===== config.mk =====
export PLATFORM = sky130hd
export DESIGN_NAME = wb_register_file
export DESIGN_NICKNAME = d
export VERILOG_FILES = /design/src/rtl/wb_register_file.sv
export SDC_FILE = /design/constraint.sdc
export NUM_CORES = 2
export LEC_CHECK = 0
export ABC_CLOCK_PERIOD_IN_PS = 3400
export BUFFER_PORTS_ARGS = -buffer_cell sky130_fd_sc_hd__buf_2
export CAP_MARGIN = 10
export CORE_UTILIZATION = 63
export CTS_CLUSTER_SIZE = 10
export DETAILED_ROUTE_END_ITERATION = 6
export GPL_TIMING_DRIVEN = 0
export PLACE_DENSITY = 0.81
export SLEW_MARGIN = 10
export SYNTH_ARGS = -nofsm -noshare
export SYNTH_HDL_FRONTEND = slang
export SYNTH_SLANG_ARGS = --single-unit

===== constraint.sdc =====
create_clock -name clock -period 3.4 [get_ports clock]
set_input_delay 0.68 -clock clock [delete_from_list [all_inputs] [get_ports clock]]
set_output_delay 0.68 -clock clock [all_outputs]
set_load 0.01 [all_outputs]

===== src/rtl/wb_register_file.sv =====
// Write-back stage and architectural register file: selects the WB value, commits it, and serves two ID read ports.
// Optional write-through bypass on the read ports is enabled by defining WB_BYPASS_EN.
module wb_register_file #(
  parameter int DATA_WIDTH  = 32,
  parameter int ADDR_WIDTH  = 5,
  parameter int COUNT_WIDTH = 32
) (
  input  logic                   clock,
  input  logic                   reset,
  input  logic [DATA_WIDTH-1:0]  read_data_wb,
  input  logic [DATA_WIDTH-1:0]  alu_result_wb,
  input  logic [ADDR_WIDTH-1:0]  rd_wb,
  input  logic                   MemtoReg_wb,
  input  logic                   RegWrite_wb,
  input  logic [ADDR_WIDTH-1:0]  rs1_id,
  input  logic [ADDR_WIDTH-1:0]  rs2_id,
  output logic [DATA_WIDTH-1:0]  read_data1_id,
  output logic [DATA_WIDTH-1:0]  read_data2_id,
  output logic [DATA_WIDTH-1:0]  wb_data,
  output logic [COUNT_WIDTH-1:0] wb_write_count
);

  localparam int DEPTH = 2 ** ADDR_WIDTH;

  logic [DATA_WIDTH-1:0] regs [DEPTH];
  logic                  commit;

  assign wb_data = MemtoReg_wb ? read_data_wb : alu_result_wb;

  // Reset outranks a simultaneous write; index 0 is never written so it stays zero.
  assign commit = !reset && RegWrite_wb && (rd_wb != '0);

  always_ff @(posedge clock) begin
    if (reset) begin
      for (int i = 0; i < DEPTH; i++) begin
        regs[i] <= '0;
      end
      wb_write_count <= '0;
    end else if (commit) begin
      regs[rd_wb]    <= wb_data;
      wb_write_count <= wb_write_count + COUNT_WIDTH'(1);
    end
  end

  always_comb begin
    read_data1_id = (rs1_id == '0) ? '0 : regs[rs1_id];
    read_data2_id = (rs2_id == '0) ? '0 : regs[rs2_id];
`ifdef WB_BYPASS_EN
    // Write-through: the committing value is visible to ID in the same cycle.
    if (commit && (rs1_id == rd_wb)) read_data1_id = wb_data;
    if (commit && (rs2_id == rd_wb)) read_data2_id = wb_data;
`endif
  end

endmodule

Word-level counts from Yosys, hierarchy flattened
Memory sizes are Yosys's and may differ from the RTL's.
Cells that the tools add are included.

storage, ports and cells
  flip-flop bits (word level) = 32
  word-level logic and storage cells = 21
  memory bits (read-only) = 0
  input bits = 83
  latch bits = 0
  memories kept = 1
  memory bits (writable) = 1024
  output and inout port bits = 128

memories
  memory  depth  bits a word  rd ports  clocked after memory_dff  write ports  line  RTL
  regs    32     32           2         0                         32           25    logic [DATA_WIDTH-1:0] regs [DEPTH];

operators by class
  shift-type cells = 0
  bitwise logic cells = 0
  equality and inequality tests = 0
  div/mod/pow operators = 0
  reduce and logical (&&, ||, !) cells = 7
  multiplexer cells = 11
  multipliers = 0
  $add $sub $neg = 1
  order comparisons = 0

operators by type and width
  kind                                                             count
  32-bit 2-to-1 mux                                                4
  32-bit by 1-bit adder with 32-bit output, second input constant  1
  32-bit OR reduction                                              1
  5-bit zero test                                                  2
  1-bit 2-to-1 mux                                                 6
  5-bit 2-to-1 mux                                                 1
  5-bit nonzero test                                               1
  1-bit logical AND                                                2
  1-bit zero test                                                  1

Logic depth before layout (Yosys ltp)
  word-level depth = 8
  gate-level depth with buffers = 8
  depth with buffers taken out = 5

Worst setup path before layout
No wires, ideal clock.

  path type = input to output
  start = input rs1_id[1]
  end = output read_data1_id[10]
  stages on the path = 7
  arrival time = 2522 ps
  path slack = 198 ps
  data required time = 2720 ps
  path buffers = 4
  path through = clkbuf_1 -> buf_2 -> buf_2 -> buf_2 -> mux4_2 -> a221oi_1 -> a21oi_1

between the ends
  cells in the longest elaborated chain, start to end = 2
  elaborated cells between the ends (all ways) = 3
  classes of those cells = 1 x mux; 1 x reduce/logical; 1 x memory

ends and longest elaborated chain
  element                                                     line  RTL
  start: declaration                                          15    input logic [ADDR_WIDTH-1:0] rs1_id,
  memory read 32 x 32 bit or 5-bit zero test (tied branches)  n/a
  32-bit 2-to-1 mux (*)                                       46    read_data1_id = (rs1_id == '0) ? '0 : regs[rs1_id];
  end: declaration                                            17    output logic [DATA_WIDTH-1:0] read_data1_id,

Every way passes the cells marked *; elsewhere a longest branch is shown, timed or not.

Final worst setup path
  start = input rs1_id[2]
  end = output read_data1_id[25]

Same word-level chain as after synthesis.

==> metrics.txt <==
status finished, violations left; violated checks DRC, setup timing; hold endpoint wb_write_count[1]; Worst path slowest cell a221oi_2; DIE AREA 0.0865 mm2; routability cong. 1.05; fmax 0.285 GHz; Max Root-Sink Buffers 3; Wirelength per Cell 38.4 um; Min-Delay Path Class in2reg; Startpoint Class input pin; Remaining DRCs 14; routed vias 41,136; Synth top area share 57.2%; CP endpoint kind output pin; Synth Register Bits 1,056; H-tree depth 3; RR Startpoint wb_write_count[3]; layout cell share with drive strength beyond 1 33.6%; Row Count 106; total track usage 46.8%; DRT Wirelength 204 mm; ys async rst share 0%; top cell type by total area after synthesis edfxtp_1; DP HPWL 137 mm; first-pass GRT wire length 276 mm; Clock Skews 0.0123 ns; CTS root buf clkbuf_16; vias in the first global route 39,273; syn_area_per_cell 14.4 um2; final setup violation count 42; Final ANT Viol Nets 0; Fill cells 4,778; largest net degree at the start of global routing 33; Slew headroom 20.2%; CTS Sinks 1,056; Final period util 103%; core area 0.0841 mm2; area of the multi-input gates 0.0227 mm2; CTS Buf Count 116; drt pass-1 iters 7; initial core utilization 63.9%; initial antenna violation count 8; Total Power 32.0 mW; top_reg_cell synth edfxtp_1; die width 294 um; Clock transition at path regs 0.06 ns; CP Buf/Inv Count 5; Reg area 0.0314 mm2; area share of and/or/nand/nor cells after synthesis 9.16%; maximum VDD drop 0.000468 V; synth warn 0; Static Leak 22.8 nW; Post-synth EDFFs 1,024; count leader, synth nor2_1; hold path cells 3; Worst Hold Margin 0.291 ns; Slew Limit Fails 0; Die Ht 294 um; min Tclk post-route 3.51 ns; DRC marker count from the first detailed-route iteration 8,944; TritonCTS clock tree done; largest family of logic cells by synthesized area multiplexers; io pins 211; Seq/Total Area, Yosys 58.4%; synthesized-area fraction occupied by adder cells 0.0233%; xor and xnor area share after synthesis 0.440%; Power per Cell Area 501 mW/mm2; r2r setup slk 1.07 ns; RSZ-0062 raised after global routing yes; Avg Vias per Cell 7.75; compound-cell area share of the yosys netlist 3.05%; mapped cell area 0.0537 mm2; CP top delay family buffers and inverters; Layout Nets 4,208; cell count after synthesis 3,721; Arr. time, crit path 2.83 ns; Skew-Pair Late Insertion Delay 0.72 ns; Worst-Margin Slew 1.20 ns; GRT overflow 0; Top cell by count, worst path buf_2; synth unique cells 43; multiplexer share of the synthesized area 25.7%; Crit Path Class in2out; CP max stage delay 0.47 ns; Crit path required time 2.72 ns; port bufs 198; synth cell count leaders nor2_1, edfxtp_1, mux4_2, clkbuf_1, mux2i_1; Reg2Reg Capture Point wb_write_count[30]; maxcap violations 0; synthesis-to-finish area growth 18.9%; final hold vios 0; Placement Setup Slack -2.10 ns; crit-path cells buf_2, buf_6, clkbuf_8, clkbuf_4, mux2i_1, a221oi_2, buf_2; Crit Path Max Fanout 10; most area-consuming cells after synthesis edfxtp_1, mux4_2, nor2_1; final worst setup slack -0.109 ns; hold path start RegWrite_wb; R2R depth 6
-- metal layers --
layer	routed length (um)	share of wire (%)	global-route usage, %
met1	59200	29	57.1
met2	86800	43	66.8
met3	38100	19	20.3
met4	20000	9.8	33.5
met5	83	0.041	1.47
-- timing repair --
item                       4_1_cts  5_1_grt
setup endpoints to repair       94      245
resized for setup              692      221
pin swaps                        8       16
buffers inserted                 4       19
gates cloned                     1        3
hold buffers                     0        0
-- per-stage QoR --
step | utilization [%] | area, um2 | TNS, ns | std cells
after global routing | 76.0 | 63900 | -0.242 | 5302
after detailed placement | 67.7 | 57000 | -475.17 | 5115
after global placement | 66.9 | 56300 | -1853.30 | 5084
final | 76.0 | 63900 | -1.64 | 5308
after CTS | 74.6 | 62800 | -1.91 | 5281
after floorplan | - | 53800 | 0 | 3752
-- logic make-up (layout without fill, tap and decap cells) --
family | count (synthesis) | after routing
DFF | 1056 | 1056
adders and majority gates | 1 | 1
other | 1 | 38
muxes | 736 | 736
and+or+nand+nor | 1240 | 1240
AOI/OAI and AO/OA | 227 | 227
buffers and inverters | 433 | 849
xor gates and xnor gates | 27 | 27
-- cell type report --
type	instances	share of cell area, %
timing repair buffer	256	3.00
antenna	6	0.0235
clock buffer	157	4.90
clock inverter	5	0.0842
inverter	35	0.206
buffer	396	4.84
tap	1134	2.22
sequential	1056	49.1
multi-input combinational	2263	35.6
-- state kept, by name, summed over array words and instances (netlist names) --
signal / count
regs: 1024
wb_write_count: 32
-- worst max path at each step --
stage | start | end | slack (ns) | cells past startpoint
floorplan | rs1_id[1] | read_data1_id[10] | 0.20 | 7
global placement | rs1_id[3] | read_data1_id[13] | -2.04 | 8
detailed placement | rs1_id[3] | read_data1_id[13] | -2.10 | 8
CTS | rs2_id[1] | read_data2_id[13] | -0.11 | 8
global route | rs2_id[1] | read_data2_id[10] | -0.06 | 9
finish | rs1_id[2] | read_data1_id[25] | -0.11 | 7
-- power by group --
group	internal (mW)	total, mW	switching (mW)
clock	6.28	11.3	5.05
sequential	15.0	15.4	0.398
combinational	2.13	5.31	3.18
-- worst register-to-register path: stages, from the launching register on --
cell,delay [ns]
dfxtp_1,0.44
nand4_2,0.14
or4_1,0.48
buf_2,0.18
or4_4,0.56
or3_1,0.33
a21oi_1,0.14
-- cells in the final DEF, fill, tap and decap left out, types with 35 or more instances in the layout --
cell type	n
clkbuf_2	47
clkbuf_4	35
inv_1	35
clkbuf_1	226
nand2_1	44
mux2i_2	58
mux2i_1	94
mux4_2	512
buf_2	201
edfxtp_1	1024
buf_12	58
clkbuf_16	126
mux2i_4	48
a221oi_2	62
buf_4	37
nor2_1	1088
a21o_1	40
Note: power is estimated with default switching activity, not from simulation.
